### config.mk
export PLATFORM = sky130hd
export DESIGN_NAME = match_scan_unit
export DESIGN_NICKNAME = d
export VERILOG_FILES = /design/src/rtl/match_scan_pkg.sv /design/src/rtl/match_scan_lane_match.sv /design/src/rtl/match_scan_unit.sv
export SDC_FILE = /design/constraint.sdc
export NUM_CORES = 1
export LEC_CHECK = 0
export ABC_AREA = 1
export CAP_MARGIN = 20
export CORE_UTILIZATION = 46
export DETAILED_ROUTE_END_ITERATION = 10
export PLACE_DENSITY = 0.71
export SLEW_MARGIN = 20
export SYNTH_ARGS = -nofsm -noshare
export SYNTH_HDL_FRONTEND = slang
export SYNTH_SLANG_ARGS = --single-unit
### constraint.sdc
create_clock -name clk -period 2.69 [get_ports clk]
set_input_delay 0.6725 -clock clk [delete_from_list [all_inputs] [get_ports clk]]
set_output_delay 0.6725 -clock clk [all_outputs]
set_load 0.03 [all_outputs]
### src/rtl/match_scan_pkg.sv
// Shared types for the match_scan_unit bit-match comparator.
package match_scan_pkg;

    typedef enum logic [1:0] {
        MODE_FULL   = 2'b00,
        MODE_ANY_ET = 2'b01,
        MODE_ALL_ET = 2'b10,
        MODE_RSVD   = 2'b11
    } mode_e;

    typedef enum logic [1:0] {
        ST_IDLE = 2'd0,
        ST_SCAN = 2'd1,
        ST_HOLD = 2'd2
    } state_e;

    // Reserved encoding behaves exactly like a full scan.
    function automatic mode_e norm_mode(input logic [1:0] m);
        return (m == MODE_RSVD) ? MODE_FULL : mode_e'(m);
    endfunction

endpackage

### src/rtl/match_scan_lane_match.sv
// Combinational per-beat lane comparator: XNOR, reduction and popcount.
// With MATCH_SCAN_MASK_EN, masked-off bits are don't-care.
module lane_match #(
    parameter  int LANE = 4,
    localparam int LC_W = $clog2(LANE + 1)
) (
    input  logic [LANE-1:0] x_s,
    input  logic [LANE-1:0] y_s,
`ifdef MATCH_SCAN_MASK_EN
    input  logic [LANE-1:0] mask_s,
`endif
    output logic [LANE-1:0] eq,
    output logic            lane_any,
    output logic            lane_all,
    output logic [LC_W-1:0] lane_cnt
);
    import match_scan_pkg::*;

    logic [LANE-1:0] raw_eq;
    logic [LANE-1:0] all_eq_v;

    assign raw_eq = ~(x_s ^ y_s);

`ifdef MATCH_SCAN_MASK_EN
    // Masked bits drop out of any/count but count as equal for all.
    assign eq       = raw_eq & mask_s;
    assign all_eq_v = raw_eq | ~mask_s;
`else
    assign eq       = raw_eq;
    assign all_eq_v = raw_eq;
`endif

    assign lane_any = |eq;
    assign lane_all = &all_eq_v;

    always_comb begin
        lane_cnt = '0;
        for (int i = 0; i < LANE; i++)
            lane_cnt = lane_cnt + LC_W'(eq[i]);
    end

endmodule

### src/rtl/match_scan_unit.sv
// Multi-cycle bit-match comparator: scans LANE bits per beat, accumulating
// any/all/count with optional early termination. Optional mask: MATCH_SCAN_MASK_EN.
module match_scan_unit
    import match_scan_pkg::*;
#(
    parameter  int WIDTH  = 16,
    parameter  int LANE   = 4,
    localparam int NBEATS = WIDTH / LANE,
    localparam int CNT_W  = $clog2(WIDTH + 1)
) (
    input  logic             clk,
    input  logic             rst_n,
    input  logic             in_valid,
    output logic             in_ready,
    input  logic [WIDTH-1:0] x,
    input  logic [WIDTH-1:0] y,
`ifdef MATCH_SCAN_MASK_EN
    input  logic [WIDTH-1:0] mask,
`endif
    input  logic [1:0]       mode,
    output logic             out_valid,
    input  logic             out_ready,
    output logic             any_eq,
    output logic             all_eq,
    output logic [CNT_W-1:0] match_cnt
);

    localparam int LC_W   = $clog2(LANE + 1);
    localparam int BEAT_W = (NBEATS > 1) ? $clog2(NBEATS) : 1;
    localparam logic [BEAT_W-1:0] LAST_BEAT = BEAT_W'(NBEATS - 1);

    generate
        if (WIDTH < 1 || LANE < 1 || (WIDTH % LANE) != 0) begin : g_bad_cfg
            $error("match_scan_unit: WIDTH must be >= 1 and a multiple of LANE");
        end
    endgenerate

    state_e                       state;
    mode_e                        mode_r;
    logic [BEAT_W-1:0]            beat;
    logic [NBEATS-1:0][LANE-1:0]  x_r;
    logic [NBEATS-1:0][LANE-1:0]  y_r;
`ifdef MATCH_SCAN_MASK_EN
    logic [NBEATS-1:0][LANE-1:0]  mask_r;
`endif

    logic [LANE-1:0] lane_eq;
    logic            lane_any;
    logic            lane_all;
    logic [LC_W-1:0] lane_cnt;
    logic            last_beat;
    logic            done;

    lane_match #(.LANE(LANE)) u_lane (
        .x_s      (x_r[beat]),
        .y_s      (y_r[beat]),
`ifdef MATCH_SCAN_MASK_EN
        .mask_s   (mask_r[beat]),
`endif
        .eq       (lane_eq),
        .lane_any (lane_any),
        .lane_all (lane_all),
        .lane_cnt (lane_cnt)
    );

    // Stop after the last beat, or as soon as the selected result is decided.
    always_comb begin
        last_beat = (beat == LAST_BEAT);
        done      = last_beat;
        case (mode_r)
            MODE_ANY_ET: done = last_beat | lane_any;
            MODE_ALL_ET: done = last_beat | ~lane_all;
            default:     done = last_beat;
        endcase
    end

    always_ff @(posedge clk or negedge rst_n) begin
        if (!rst_n) begin
            state     <= ST_IDLE;
            mode_r    <= MODE_FULL;
            beat      <= '0;
            x_r       <= '0;
            y_r       <= '0;
`ifdef MATCH_SCAN_MASK_EN
            mask_r    <= '0;
`endif
            in_ready  <= 1'b1;
            out_valid <= 1'b0;
            any_eq    <= 1'b0;
            all_eq    <= 1'b0;
            match_cnt <= '0;
        end else begin
            case (state)
                ST_IDLE: begin
                    if (in_valid) begin
                        state     <= ST_SCAN;
                        mode_r    <= norm_mode(mode);
                        x_r       <= x;
                        y_r       <= y;
`ifdef MATCH_SCAN_MASK_EN
                        mask_r    <= mask;
`endif
                        beat      <= '0;
                        in_ready  <= 1'b0;
                        any_eq    <= 1'b0;
                        all_eq    <= 1'b1;
                        match_cnt <= '0;
                    end
                end
                ST_SCAN: begin
                    any_eq    <= any_eq | lane_any;
                    all_eq    <= all_eq & lane_all;
                    match_cnt <= match_cnt + CNT_W'(lane_cnt);
                    beat      <= beat + BEAT_W'(1);
                    if (done) begin
                        state     <= ST_HOLD;
                        out_valid <= 1'b1;
                    end
                end
                ST_HOLD: begin
                    if (out_ready) begin
                        state     <= ST_IDLE;
                        out_valid <= 1'b0;
                        in_ready  <= 1'b1;
                    end
                end
                default: begin
                    state     <= ST_IDLE;
                    out_valid <= 1'b0;
                    in_ready  <= 1'b1;
                end
            endcase
        end
    end

endmodule

==> After elaboration in Yosys (flattened, before gate mapping) <==
Index checks and enable logic that the tools add are counted.
{ "op_classes": {"n_eq_ne": 9, "reduce_logical": 9, "n_bitwise": 9, "muxes": 23, "n_addsub": 5, "order_cmp": 1} }
{ "op_table": {"columns": ["op", "n"], "rows": [
  ["4-bit binary-select mux with 2-bit select", 2],
  ["2-bit two-way mux", 5],
  ["5-bit case mux with 2 select lines", 1],
  ["3-bit AND reduction", 3],
  ["2-bit equality test, second input constant", 4],
  ["4-bit two-way mux", 2],
  ["3-bit by 1-bit adder with 3-bit output", 2],
  ["2-bit inequality test, second input constant", 3],
  ["1-bit case mux with 2 select lines", 3],
  ["1-bit case mux with 3 select lines", 2],
  ["2-bit case mux with 3 select lines", 1],
  ["5-bit by 3-bit adder with 5-bit output", 1],
  ["1-bit two-way mux", 5],
  ["5-bit two-way mux", 1],
  ["2-bit by 1-bit equality test with 1-bit output, second input constant", 2],
  ["4-bit inverter", 1],
  ["2-bit case mux with 2 select lines", 1],
  ["2-bit AND reduction", 2],
  ["4-bit AND reduction", 1],
  ["4-bit OR reduction", 1],
  ["4-bit XOR", 1],
  ["2-bit by 3-bit less-than comparator with 1-bit output, second input constant", 1],
  ["1-bit inverter", 3],
  ["1-bit OR", 3],
  ["other kinds (5)", 5]
]} }
{ "totals": {"output_inout_bits": 9, "inputBits": 38, "register_bits": 47, "word_cells": 72} }

==> Depth between registers and ports, before layout <==
{ "depth": {"ltp_word": 10, "mapped_depth": 18, "mapped_depth_nobuf": 17} }

==> Modules after synthesis <==
From an unflattened synthesis, not the netlist that was laid out.
{ "hier_totals": {"hier_cells": 293, "area_unflattened_um2": 2323.5} }
{ "by_module_without_submodules": {"columns": ["module", "seq_area_each_um2", "cells_per_inst", "area_each_um2", "n_inst"], "rows": [
  ["match_scan_unit", 1177.4, 270, 2182.1, 1],
  ["lane_match", 0.0, 23, 141.4, 1]
]} }

==> Worst setup path after synthesis <==
No wires, ideal clock.
{ "synth_path": {"path_type": "register to register", "from": "register beat[0]", "to": "register match_cnt[4]", "slack_ns": -0.280, "n_path_buf": 1, "setup_time_ns": 0.137, "path_stages_with_launch": 17, "synth_period_minus_slack_ns": 2.970, "arrival_time_ns": 2.833, "required_ns": 2.553, "cell_sequence": "dfrtp_1 > buf_4 > o21ai_0 > o22ai_1 > xor2_1 > inv_1 > ha_1 > inv_1 > fa_1 > inv_1 > ha_1 > inv_1 > fa_1 > nor2_1 > o211ai_1 > nand3_1 > o21ai_0"} }
{ "synth_between": {"elab_chain_len": 9, "word_cells_on_any_way": 11, "classes_between": "4 x add/sub; 5 x mux; 2 x bitwise"} }
{ "synth_lines": {"columns": ["item", "line_no", "rtl"], "rows": [
  ["start: declaration", "match_scan_unit.sv:40", "logic [BEAT_W-1:0] beat;"],
  ["start signal: assignment", "match_scan_unit.sv:114", "beat <= beat + BEAT_W'(1);"],
  ["4-bit binary-select mux with 2-bit select, on equally long branches", "match_scan_unit.sv:55, match_scan_unit.sv:56", null],
  ["4-bit two-way mux, on equally long branches", "match_scan_unit.sv:55, match_scan_unit.sv:56", null],
  ["4-bit XOR (*)", "match_scan_lane_match.sv:22", "assign raw_eq = ~(x_s ^ y_s);"],
  ["4-bit inverter (*)", "match_scan_lane_match.sv:22", null],
  ["1-bit by 1-bit adder with 2-bit output", "match_scan_lane_match.sv:39", "lane_cnt = lane_cnt + LC_W'(eq[i]);"],
  ["3-bit by 1-bit adder with 3-bit output", "match_scan_lane_match.sv:39", null],
  ["3-bit by 1-bit adder with 3-bit output (*)", "match_scan_lane_match.sv:39", null],
  ["5-bit by 3-bit adder with 5-bit output (*)", "match_scan_unit.sv:113", "match_cnt <= match_cnt + CNT_W'(lane_cnt);"],
  ["5-bit case mux with 2 select lines (*)", "match_scan_unit.sv:93", "case (state)"],
  ["end signal: assignment", "match_scan_unit.sv:113", null],
  ["end: declaration", "match_scan_unit.sv:25", "output logic [CNT_W-1:0] match_cnt"]
]} }
Mark *: on every way between the ends. The rest lies on a longest branch, timed or not. The select of a mux whose other input is x is not followed.
A chain may end at the register's enable or synchronous reset.

==> Final worst setup path <==
Same ends and word-level chain as after synthesis.

==> run summary <==
Vias per inst - 4.68
Die Width - 73.8 um
Inserted Clock Buffers - 5
Type of the setup path with the least slack - reg2reg
Cell area after synthesis - 2370 um^2
Number of cells produced by synthesis - 296
Die height - 73.8 um
Placed Area - 3000 um^2
Violations in the final reports - negative setup slack
Net switching fraction of the power - 43.1%
Unrepaired setup endpoints after global routing - true
Routed length per instance - 12.0 um
Clk network pwr share - 10.0%
Clock tree from TritonCTS - done
Total number of vias - 2037
Clock latency reported for the late side of the worst-skew pair - 300 ps
Number of hold-repair buffers added at the cts stage - 0
Diodes inserted - 0
Maximum cell stage delay along the critical path - 460 ps
H-tree lvl count - 2
Post-detailed-routing wire length - 5230 um
Worst-case setup margin in the final layout - -323 ps
Result of the run - complete, but fails checks
Worst path slowest cell - dfrtp_2
Routability Congestion - 0.912
Final Skew - 2.28 ps
Critical Path End Type - register
Initial antenna violation count - 0
Net count of the finished layout - 415
Detailed placement HPWL - 3690 um
Post-synthesis register bit count - 47
Element type at the critical path start - register
Summed area of non-filler cells in the final layout - 3340 um^2
Minimum clock period - 3010 ps
Number of cells in the finished layout apart from fillers - 435
# placed instances - 417
Seq pwr share - 24.1%
Power density normalized to cell area - 1610 nW/um^2
MaxCap Viol Count - 0
Most area-consuming cells after synthesis - dfrtp_1 49%, nand2_1 18%, o21ai_0 6.8%
Area taken by flip-flops and latches - 1180 um^2
Number of rows created at floorplan - 25
Count of final setup violators - 4
Number of global-route vias before repair - 2068
Smallest hold slack - 353 ps
Initial standard-cell utilization of the core - 48.9%
Cell Chain, Critical Path - buf_4 > nor2_2 > o22ai_2 > xor2_1 > inv_1 > ha_4 > inv_2 > fa_2 > inv_2 > ha_4 > inv_2 > fa_2 > nor2_2 > o211ai_1 > nand3_1 > o21ai_1
Hold Fails Final Rpt - 0
Clock-pin slew of the registers on the worst-case setup and hold paths - 80 ps
Drc violations - 0
Max frequency - 332 MHz
Share of the cycle needed by the critical path after routing - 112%
Global Route Usage Sum - 21.9%
Mean instance size in the synthesized netlist - 8.00 um^2
Number of port buffers - 46
Standard cell core area - 4850 um^2
Leakage - 1.66 nW
Area occupied by multi-input gates - 1120 um^2
Fraction of final layout cells sized beyond drive strength 1 - 21.7%
Clk Tree Root Cell - clkbuf_8
Overflow left after global routing - 0
Maximum number of pins on one net before global-route repair - 31
Yosys warning total - 0
Pins over their slew limit - 0
Combinational Power Share - 65.8%
Proportion of synthesized chip area in sequential cells - 49.7%
Largest area contributor in the synthesized netlist - dfrtp_1
Most numerous cell on the critical path - inv_2
Count of clock tree sinks - 47
NetSw - 2.31 mW
Crit path required time - 2880 ps
Global-route wire length before repair - 8900 um
Total iterations of the first detailed-routing run - 5
Largest voltage drop on the vdd net - 0.976 mV
Post-Syn Nets - 344
Internal power component - 3.05 mW
Number of top-level design ports - 47
Area growth from synthesis to final layout - 40.8%
Fraction of synthesized cell area taken by the top area cell type - 48.6%
Count of nets left with antenna violations after detail routing - 0
Post-Place Worst Slack - -273 ps
Total Die Area - 5440 um^2
Max-slew headroom at the worst pin - 62.4%
Hold/Removal Path Class - in2async
Filler instances - 380
Max clock buf depth - 2
Distinct cells, synth - 26
Crit-path max FO - 6
Slew at the pin closest to its max-slew limit - 565 ps
Drt initial violations - 113
Data arrival time of the critical path - 3210 ps
## cell usage after synthesis, drive strengths merged
cell    count
o211ai      1
buf         6
a22o        2
ha          8
a21oi       3
inv        40
dfrtp      46
dfstp       1
nor2       18
nand2     116
xnor2       1
nand3       9
clkbuf      3
o21ai      32
xor2        1
o31ai       1
fa          2
nand4       1
o22ai       5
## state kept, by name (all words and copies together), names as in the netlist
name	cells
all_eq	1
any_eq	1
beat	2
in_ready	1
match_cnt	5
mode_r	2
out_valid	1
state	2
x_r	16
y_r	16
## cell type report
class,count,share of cell area (%)
well taps,67,2.51
clock buffers,6,2.48
clock inverters,2,1.05
flip-flops and latches,47,35.4
inverters,40,4.58
repair buffers,73,20.3
multi-input cells,200,33.7
## per-layer routing
| layer | GRT usage [%] | vias up | routed length (um) |
|---|---|---|---|
| met2 | 37.9 | 41 | 2620 |
| met4 | 6.62 | 0 | 73 |
| met1 | 27.1 | 926 | 2360 |
| met5 | 0 | - | 0 |
| met3 | 4.94 | 8 | 179 |
| li1 | - | 1062 | - |
## power by group through the flow
stage               Sequential (mW)  Combinational [mW]  Clock [mW]
floorplan                      1.33                1.64           0
global placement               1.27                2.34           0
detailed placement             1.28                2.46           0
CTS                            1.29                3.16       0.553
global route                   1.34                3.96       0.578
finish                         1.29                3.53       0.538
## what timing repair did
item	4_1_cts	5_1_grt
resized for setup	34	11
setup buffers	8	2
pin swaps	14	15
endpoints found under the setup margin	4	4
## kinds of logic after synthesis
kind of cell,synth area share [%]
AND/OR/NAND/NOR,25.0
buffers and inverters,8.56
flip-flops,49.7
AO/OA/AOI/OAI,10.1
adder cells (fa/ha/maj),5.92
XOR/XNOR,0.740
## cell usage in the layout (no fill, tap or decap), drive strengths merged, types with 3 or more instances in the layout
cell / Yosys / layout
dfrtp: 46 / 46
clkdlybuf4s50: 0 / 45
clkbuf: 3 / 6
o22ai: 5 / 5
ha: 8 / 8
buf: 6 / 28
a21oi: 3 / 3
nand2: 116 / 116
nand3: 9 / 9
nor2: 18 / 18
inv: 40 / 40
o21ai: 32 / 32
## worst paths after layout
kind | cells past startpoint | slack, ps | start | end
min | 1 | 350 | rst_n | y_r[5]$_DFFE_PN0P_
min reg2reg | 2 | 470 | in_ready$_DFFE_PN1P_ | in_ready$_DFFE_PN1P_
min in group clk | 2 | 470 | in_ready$_DFFE_PN1P_ | in_ready$_DFFE_PN1P_
max | 16 | -320 | beat[0]$_DFFE_PN0P_ | match_cnt[4]$_DFFE_PN0P_
max reg2reg | 16 | -320 | beat[0]$_DFFE_PN0P_ | match_cnt[4]$_DFFE_PN0P_
max in group asynchronous | 2 | 1810 | rst_n | beat[1]$_DFFE_PN0P_
## worst max-delay path, delay by kind of cell, from the launching register on
family          cells  cell delay (ps)
fa+ha+maj           4             1200
compound gates      3              260
buf+inv             5              440
xor+xnor            1              220
flops               1              460
simple gates        3              320
## through the flow
| step | power (mW) | setup TNS, ps | utilization (%) |
|---|---|---|---|
| after CTS | 5.00 | -797 | 67.8 |
| after global routing | 5.88 | -1520 | 68.8 |
| after floorplan | 2.97 | -476 | - |
| after global placement | 3.61 | -494 | 61.9 |
| after detailed placement | 3.74 | -802 | 61.9 |
| final | 5.36 | -1100 | 68.8 |
No activity file was read; power rests on OpenSTA's default activity.
